==> config.mk <==
export PLATFORM = sky130hd
export DESIGN_NAME = imu_rx
export DESIGN_NICKNAME = d
export VERILOG_FILES = /design/src/rtl/imu_pkg.sv /design/src/rtl/imu_rx_fifo.sv /design/src/rtl/imu_rx.sv
export SDC_FILE = /design/constraint.sdc
export NUM_CORES = 1
export LEC_CHECK = 0
export CORE_MARGIN = 3
export CORE_UTILIZATION = 52
export CTS_BUF_LIST = sky130_fd_sc_hd__clkbuf_2
export CTS_CLUSTER_DIAMETER = 60
export DETAILED_ROUTE_END_ITERATION = 10
export HOLD_SLACK_MARGIN = 0.02
export PLACE_DENSITY = 0.75
export SLEW_MARGIN = 20
export SYNTH_ARGS = -nofsm -noshare
export SYNTH_HDL_FRONTEND = slang
export SYNTH_SLANG_ARGS = --single-unit
==> constraint.sdc <==
create_clock -name clk -period 4.09 [get_ports clk]
set_input_delay 1.0225 -clock clk [delete_from_list [all_inputs] [get_ports clk]]
set_output_delay 1.0225 -clock clk [all_outputs]
set_load 0.01 [all_outputs]
==> src/rtl/imu_pkg.sv <==
// Shared types and helpers for the IMU receive path.
package imu_pkg;

    // Default sample width of the IMU stream.
    localparam int IMU_DATA_WIDTH = 16;

    // One FIFO entry: frame-last tag above the sample payload.
    typedef struct packed {
        logic                      last;
        logic [IMU_DATA_WIDTH-1:0] data;
    } imu_entry_t;

    // Frame tracking FSM states.
    typedef enum logic [0:0] {
        ST_IDLE = 1'b0,
        ST_RECV = 1'b1
    } frame_state_e;

    // Width needed to sum seq_len unsigned samples of data_width bits without overflow.
    function automatic int sum_width(input int data_width, input int seq_len);
        return data_width + $clog2(seq_len);
    endfunction

endpackage

==> src/rtl/imu_rx_fifo.sv <==
// Synchronous first-word-fall-through FIFO with occupancy level.
// A push while full is accepted only when a pop happens in the same cycle.
module imu_rx_fifo #(
    parameter int WIDTH = 17,
    parameter int DEPTH = 8,
    localparam int LVL_W = $clog2(DEPTH) + 1
) (
    input  logic             clk,
    input  logic             rst,
    input  logic             push_i,
    input  logic             pop_i,
    input  logic [WIDTH-1:0] wdata_i,
    output logic [WIDTH-1:0] rdata_o,
    output logic             full_o,
    output logic             empty_o,
    output logic [LVL_W-1:0] level_o
);

    localparam int PTR_W = $clog2(DEPTH);

    logic [WIDTH-1:0] mem_q [DEPTH];
    logic [PTR_W-1:0] wr_ptr_q;
    logic [PTR_W-1:0] wr_ptr_d;
    logic [PTR_W-1:0] rd_ptr_q;
    logic [PTR_W-1:0] rd_ptr_d;
    logic [LVL_W-1:0] level_q;
    logic [LVL_W-1:0] level_d;
    logic             do_push_s;
    logic             do_pop_s;

    assign empty_o   = (level_q == {LVL_W{1'b0}});
    assign full_o    = (level_q == LVL_W'(DEPTH));
    assign do_pop_s  = pop_i && !empty_o;
    assign do_push_s = push_i && (!full_o || do_pop_s);
    assign rdata_o   = mem_q[rd_ptr_q];
    assign level_o   = level_q;

    // Next pointer and level values; pointers wrap naturally since DEPTH is a power of two.
    always_comb begin
        wr_ptr_d = wr_ptr_q;
        rd_ptr_d = rd_ptr_q;
        level_d  = level_q;
        if (do_push_s) begin
            wr_ptr_d = wr_ptr_q + PTR_W'(1);
        end else begin
            wr_ptr_d = wr_ptr_q;
        end
        if (do_pop_s) begin
            rd_ptr_d = rd_ptr_q + PTR_W'(1);
        end else begin
            rd_ptr_d = rd_ptr_q;
        end
        case ({do_push_s, do_pop_s})
            2'b10:   level_d = level_q + LVL_W'(1);
            2'b01:   level_d = level_q - LVL_W'(1);
            default: level_d = level_q;
        endcase
    end

    // Pointer and level registers.
    always_ff @(posedge clk) begin
        if (rst) begin
            wr_ptr_q <= {PTR_W{1'b0}};
            rd_ptr_q <= {PTR_W{1'b0}};
            level_q  <= {LVL_W{1'b0}};
        end else begin
            wr_ptr_q <= wr_ptr_d;
            rd_ptr_q <= rd_ptr_d;
            level_q  <= level_d;
        end
    end

    // Storage array; contents are don't-care until written, so it carries no reset.
    always_ff @(posedge clk) begin
        if (do_push_s) begin
            mem_q[wr_ptr_q] <= wdata_i;
        end
    end

endmodule

==> src/rtl/imu_rx.sv <==
// IMU sample receiver: buffers incoming samples, tags frame boundaries,
// accumulates per-frame sums and flags frames that lost samples.
module imu_rx
    import imu_pkg::*;
#(
    parameter int DATA_WIDTH = 16,
    parameter int SEQ_LEN    = 16,
    parameter int FIFO_DEPTH = 8,
    localparam int SUM_W     = sum_width(DATA_WIDTH, SEQ_LEN),
    localparam int LVL_W     = $clog2(FIFO_DEPTH) + 1
) (
    input  logic                  clk,
    input  logic                  rst,
    input  logic                  enable,
    input  logic [DATA_WIDTH-1:0] imu_data,
    input  logic                  valid,
    output logic [DATA_WIDTH-1:0] out_data,
    output logic                  out_last,
    output logic                  out_valid,
    input  logic                  out_ready,
    output logic [SUM_W-1:0]      frame_sum,
    output logic                  sum_valid,
    output logic                  frame_err,
    output logic                  overflow,
    output logic [LVL_W-1:0]      fifo_level
);

    localparam int IDX_W   = $clog2(SEQ_LEN);
    localparam int ENTRY_W = DATA_WIDTH + 1;
    localparam logic [IDX_W-1:0] IDX_LAST = IDX_W'(SEQ_LEN - 1);

    frame_state_e     state_q;
    frame_state_e     state_d;
    logic [IDX_W-1:0] idx_q;
    logic [IDX_W-1:0] idx_d;
    logic [SUM_W-1:0] acc_q;
    logic [SUM_W-1:0] acc_d;
    logic             err_q;
    logic             err_d;
    logic             sum_valid_q;
    logic             sum_valid_d;
    logic [SUM_W-1:0] frame_sum_q;
    logic [SUM_W-1:0] frame_sum_d;
    logic             frame_err_q;
    logic             frame_err_d;
    logic             overflow_q;
    logic             overflow_d;

    logic               beat_s;
    logic               pop_s;
    logic               push_s;
    logic               drop_s;
    logic               full_s;
    logic               empty_s;
    logic               last_s;
    logic [SUM_W-1:0]   acc_sum_s;
    logic [ENTRY_W-1:0] wdata_s;
    logic [ENTRY_W-1:0] rdata_s;

    // Entry layout matches imu_entry_t: {last, data}.
    assign beat_s    = valid && enable;
    assign pop_s     = out_valid && out_ready;
    assign drop_s    = beat_s && full_s && !pop_s;
    assign push_s    = beat_s && !drop_s;
    assign acc_sum_s = acc_q + SUM_W'(imu_data);
    assign wdata_s   = {last_s, imu_data};

    imu_rx_fifo #(
        .WIDTH (ENTRY_W),
        .DEPTH (FIFO_DEPTH)
    ) u_fifo (
        .clk     (clk),
        .rst     (rst),
        .push_i  (push_s),
        .pop_i   (pop_s),
        .wdata_i (wdata_s),
        .rdata_o (rdata_s),
        .full_o  (full_s),
        .empty_o (empty_s),
        .level_o (fifo_level)
    );

    // Head of FIFO is forced to zero while empty so stale storage never leaks out.
    assign out_valid = !empty_s;
    assign out_data  = empty_s ? {DATA_WIDTH{1'b0}} : rdata_s[DATA_WIDTH-1:0];
    assign out_last  = empty_s ? 1'b0 : rdata_s[DATA_WIDTH];
    assign frame_sum = frame_sum_q;
    assign sum_valid = sum_valid_q;
    assign frame_err = frame_err_q;
    assign overflow  = overflow_q;

    // Frame FSM: position tracking, accumulation, end-of-frame reporting and abort.
    // Dropped samples still advance idx/acc so frame alignment is kept.
    always_comb begin
        state_d     = state_q;
        idx_d       = idx_q;
        acc_d       = acc_q;
        err_d       = err_q;
        sum_valid_d = 1'b0;
        frame_sum_d = frame_sum_q;
        frame_err_d = frame_err_q;
        last_s      = 1'b0;
        case (state_q)
            ST_IDLE: begin
                if (beat_s) begin
                    acc_d   = SUM_W'(imu_data);
                    idx_d   = IDX_W'(1);
                    err_d   = drop_s;
                    state_d = ST_RECV;
                end else begin
                    acc_d   = {SUM_W{1'b0}};
                    idx_d   = {IDX_W{1'b0}};
                    err_d   = 1'b0;
                    state_d = ST_IDLE;
                end
            end
            ST_RECV: begin
                if (!enable) begin
                    // Partial frame abandoned; buffered samples stay queued.
                    acc_d   = {SUM_W{1'b0}};
                    idx_d   = {IDX_W{1'b0}};
                    err_d   = 1'b0;
                    state_d = ST_IDLE;
                end else if (beat_s) begin
                    if (idx_q == IDX_LAST) begin
                        sum_valid_d = 1'b1;
                        frame_sum_d = acc_sum_s;
                        frame_err_d = err_q | drop_s;
                        last_s      = 1'b1;
                        acc_d       = {SUM_W{1'b0}};
                        idx_d       = {IDX_W{1'b0}};
                        err_d       = 1'b0;
                        state_d     = ST_IDLE;
                    end else begin
                        acc_d   = acc_sum_s;
                        idx_d   = idx_q + IDX_W'(1);
                        err_d   = err_q | drop_s;
                        state_d = ST_RECV;
                    end
                end else begin
                    state_d = ST_RECV;
                end
            end
            default: begin
                acc_d   = {SUM_W{1'b0}};
                idx_d   = {IDX_W{1'b0}};
                err_d   = 1'b0;
                state_d = ST_IDLE;
            end
        endcase
    end

    // Sticky overflow flag.
    always_comb begin
        overflow_d = overflow_q | drop_s;
    end

    // Frame state and reporting registers.
    always_ff @(posedge clk) begin
        if (rst) begin
            state_q     <= ST_IDLE;
            idx_q       <= {IDX_W{1'b0}};
            acc_q       <= {SUM_W{1'b0}};
            err_q       <= 1'b0;
            sum_valid_q <= 1'b0;
            frame_sum_q <= {SUM_W{1'b0}};
            frame_err_q <= 1'b0;
            overflow_q  <= 1'b0;
        end else begin
            state_q     <= state_d;
            idx_q       <= idx_d;
            acc_q       <= acc_d;
            err_q       <= err_d;
            sum_valid_q <= sum_valid_d;
            frame_sum_q <= frame_sum_d;
            frame_err_q <= frame_err_d;
            overflow_q  <= overflow_d;
        end
    end

endmodule

==> qor_table.md <==
| Group | Metric | Reported |
| --- | --- | --- |
| status | Run status | complete, no violations |
| global route | Pin count of the biggest net entering global routing | 36 |
| layout | Core utilization of the finished layout | 61.9% |
| global route | Wire length of the first global-routing pass | 30.1 mm |
| floorplanning | Core region area | 16000 sq um |
| global route | Initial antenna violation count | 0 |
| clocking | Number of buffers created by CTS | 17 |
| worst setup path | Critical Path Start Type | register |
| clocking | Clock transition at the registers of the reported paths | 0.25 ns |
| clocking | Maximum clock insertion buffer count | 2 |
| global route | Global route total overflow | 0 |
| synth | Number of enable flip-flop cells after synthesis | 136 |
| floorplanning | Width of the chip | 134 um |
| clocking | Hold Buf Count CTS | 0 |
| global route | Overall Global Routing Usage | 21.8% |
| placement | RD Place Congestion | 0.861 |
| timing | Hold_ws | 0.473 ns |
| floorplanning | I/O pins | 66 |
| layout | Number of antenna diodes | 0 |
| timing | Minimum period implied by the final worst setup slack | 3.79 ns |
| clocking | Worst-skew pair later-pin latency | 0.79 ns |
| routing | First-pass detailed-route iteration total | 5 |
| worst setup path | Type of element capturing the critical path | output port |
| clocking | Clock tree from TritonCTS | done |
| synth | Number of nets in the synthesized netlist | 682 |
| synth | Fraction of the mapped netlist area in compound gates | 8.30% |
| clocking | Master cell of the clock root buffer | clkbuf_2 |
| placement | Inst Count DP | 916 |
| synth | Share of synthesized area spent on multiplexers | 11.6% |
| routing | Per-cell via count in the routed design | 5.84 |
| pwr | Total power divided by cell area | 447 nW/um^2 |
| job | Maximum Capacitance Violations | 0 |
| floorplanning | Vert. Die Dim | 134 um |
| routing | WL/cell | 19.8 um |
| floorplanning | Die Area | 18000 sq um |
| routing | Number of DRC markers in iteration 0 | 501 |
| synth | Leading register cell type out of synthesis | edfxtp_1 |
| synth | Dominant combinational cell family by area after synthesis | multiplexers |
| routing | Count of antenna-violating nets left after detailed routing | 0 |
| timing | Part of the cycle the worst path needs | 92.6% |
| synth | Share of synthesized cell area in full adder, half adder and majority cells | 3.70% |
| layout | Area growth syn-to-layout | 16.0% |
| synth | Per-instance average area after synthesis | 13.4 sq um |
| synth | Post-synth ARST share | 0% |
| worst setup path | Data arrival time of the critical path | 2.76 ns |
| synth | Post-synthesis register bit count | 198 |
| placement | Cell area after placement | 9600 sq um |
| worst setup path | Worst-path maximum fanout | 34 |
| synth | Register area share after synthesis | 62.4% |
| synth | Synth Area in XOR/XNOR | 2.05% |
| timing | Post-Route Setup TNS | 0 ns |
| placement | Port Buffer Count | 65 |
| layout | Area of all placed cells without fillers | 9900 sq um |
| routing | Via count | 5539 |
| worst setup path | Worst Setup Path Type | reg -> out |
| synth | Unique cell type count in the Yosys netlist | 54 |
| layout | Total Nets Final | 764 |
| pwr | LEAKAGE | 3.36 nW |
| floorplanning | Number of core rows | 46 |
| timing | Worst slew margin relative to its limit | 50.9% |
| clocking | Post_cts resized | 0 |
| synth | Simple-Gate Fraction of Synth Area | 9.93% |
| timing | Slew @ Worst Pin | 0.732 ns |
| worst setup path | WP data required | 3.07 ns |
| timing | Final hold viol count | 0 |
| clocking | Sinks on Clock Net | 198 |
| routing | Post-route DRC | 0 |
| hold path | Min-Delay Path Class | reg -> reg |
| clocking | # H-tree levels | 4 |
| timing | Count of endpoints failing setup in the final report | 0 |
| global route | Number of global-route vias before repair | 5536 |
| routing | DRT Wirelength | 18.8 mm |
| layout | Layout cell share with drive strength beyond 1 | 15.0% |
| floorplanning | Initial cell density of the core | 53.3% |
| placement | Estimated wirelength of the detail-placed design | 12.7 mm |
| layout | Number of standard cells in the layout, taps in and fillers out | 948 |
| timing | Number of pins with negative max-slew slack in the final report | 0 |
| synth | Cells after Synth | 637 |
| clocking | Post-CTS Repair Setup Buffers | 0 |
| timing | Unrepaired setup endpoints after global routing | false |
| timing | Highest clock rate | 264 MHz |
| pwr | Max rail drop VDD | 0.208 mV |
| timing | Skew final | 0.0403 ns |
| synth | Yosys warnings | 0 |
| synth | Post-synthesis instance area | 8530 sq um |
layout make-up:
type,count,area (sq um)
clock buffer,17,85.1
clock inverter,15,218
fill,1267,6100
inverter,10,37.5
multi-input combinational,395,3070
sequential,198,5330
tap,216,270
timing repair buffer,97,898
cells in the mapped netlist (3+ instances only):
master / count / area (sq um)
nand4_1: 4 / 25.0
a222oi_1: 10 / 100
a31oi_1: 4 / 25.0
nor2_1: 68 / 255
edfxtp_1: 136 / 4080
o211ai_1: 3 / 22.5
a211oi_1: 5 / 37.5
or3_1: 5 / 31.3
inv_1: 9 / 33.8
a21o_1: 8 / 60.1
o21ai_0: 17 / 85.1
nand3b_1: 4 / 30.0
mux4_2: 34 / 766
buf_1: 3 / 11.3
a22oi_1: 4 / 30.0
mux2i_1: 22 / 220
buf_2: 9 / 45.0
nand3_1: 14 / 70.1
nand2_1: 56 / 210
xor2_1: 11 / 96.3
nor4_1: 3 / 18.8
nand2b_1: 6 / 37.5
a21oi_1: 39 / 195
and3_1: 3 / 18.8
dfxtp_1: 62 / 1240
ha_1: 22 / 275
xnor2_1: 9 / 78.8
clkbuf_1: 22 / 82.6
nor3_1: 12 / 60.1
final timing paths:
check,slack (ns),end,start,cells past startpoint
worst min register to register,0.47,frame_sum[13]$_SDFFE_PP0P_,frame_sum[13]$_SDFFE_PP0P_,2
worst max-delay path,0.30,out_data[13],register,5
worst min-delay path,0.47,frame_sum[13]$_SDFFE_PP0P_,frame_sum[13]$_SDFFE_PP0P_,2
worst max register to register,1.42,u_fifo.level_o[3]$_SDFFE_PP0P_,u_fifo.level_o[3]$_SDFFE_PP0P_,10
per-layer routing:
layer | vias to the layer above | wire length (um) | global-route usage (%)
li1 | 2585 | - | -
met1 | 2732 | 8370 | 29.9
met2 | 195 | 8940 | 34.8
met3 | 27 | 1150 | 5.03
met4 | 0 | 347 | 7.47
met5 | - | 0 | 0
where the power goes:
part / total (W) / switching [W] / internal (W) / leakage (nW)
clock: 0.00110 / 0.000678 / 0.000421 / 0.172
combinational: 0.00109 / 0.000537 / 0.000553 / 1.46
sequential: 0.00224 / 0.0000483 / 0.00219 / 1.73
total: 0.00443 / 0.00126 / 0.00317 / 3.36
stage by stage:
step                total power (W)  worst slack [ns]
finish                      0.00443             0.303
global route                0.00464            0.0938
CTS                         0.00446             0.247
detailed placement          0.00338             0.399
global placement            0.00335             0.406
floorplan                   0.00288             0.514
state kept, by name (all words and copies together), names as in the netlist, named ones only:
register / count
acc_q: 20
err_q: 1
frame_sum: 20
u_fifo.level_o: 4
idx_q: 4
overflow: 1
state_q: 1
sum_valid: 1
u_fifo.mem_q: 136
u_fifo.wr_ptr_q: 3
u_fifo.rd_ptr_q: 3
frame_err: 1
worst max-delay path, stage by stage, from the launching register on:
cell             delay (ns)
dfxtp_2                0.39
buf_12                 0.26
mux4_2                 0.54
mux2i_1                0.26
nor2_1                 0.07
clkdlybuf4s50_1        0.48
logic make-up (layout without fill, tap and decap cells):
logic type / count (synthesis) / count (layout)
compound gates: 108 / 108
xor+xnor: 20 / 20
mux: 56 / 56
simple gates: 187 / 187
fa+ha+maj: 24 / 24
buf+inv: 44 / 139
flops: 198 / 198
placed cells by master (no fill, tap or decap), drive strengths merged, types with 22 or more instances in the layout:
master	Yosys	final
mux2i	22	22
a21oi	40	40
nor2	69	69
edfxtp	136	136
dfxtp	62	62
nand2	57	57
buf	12	33
mux4	34	34
clkdlybuf4s50	0	64
ha	22	22
(Power assumes the default switching activity.)
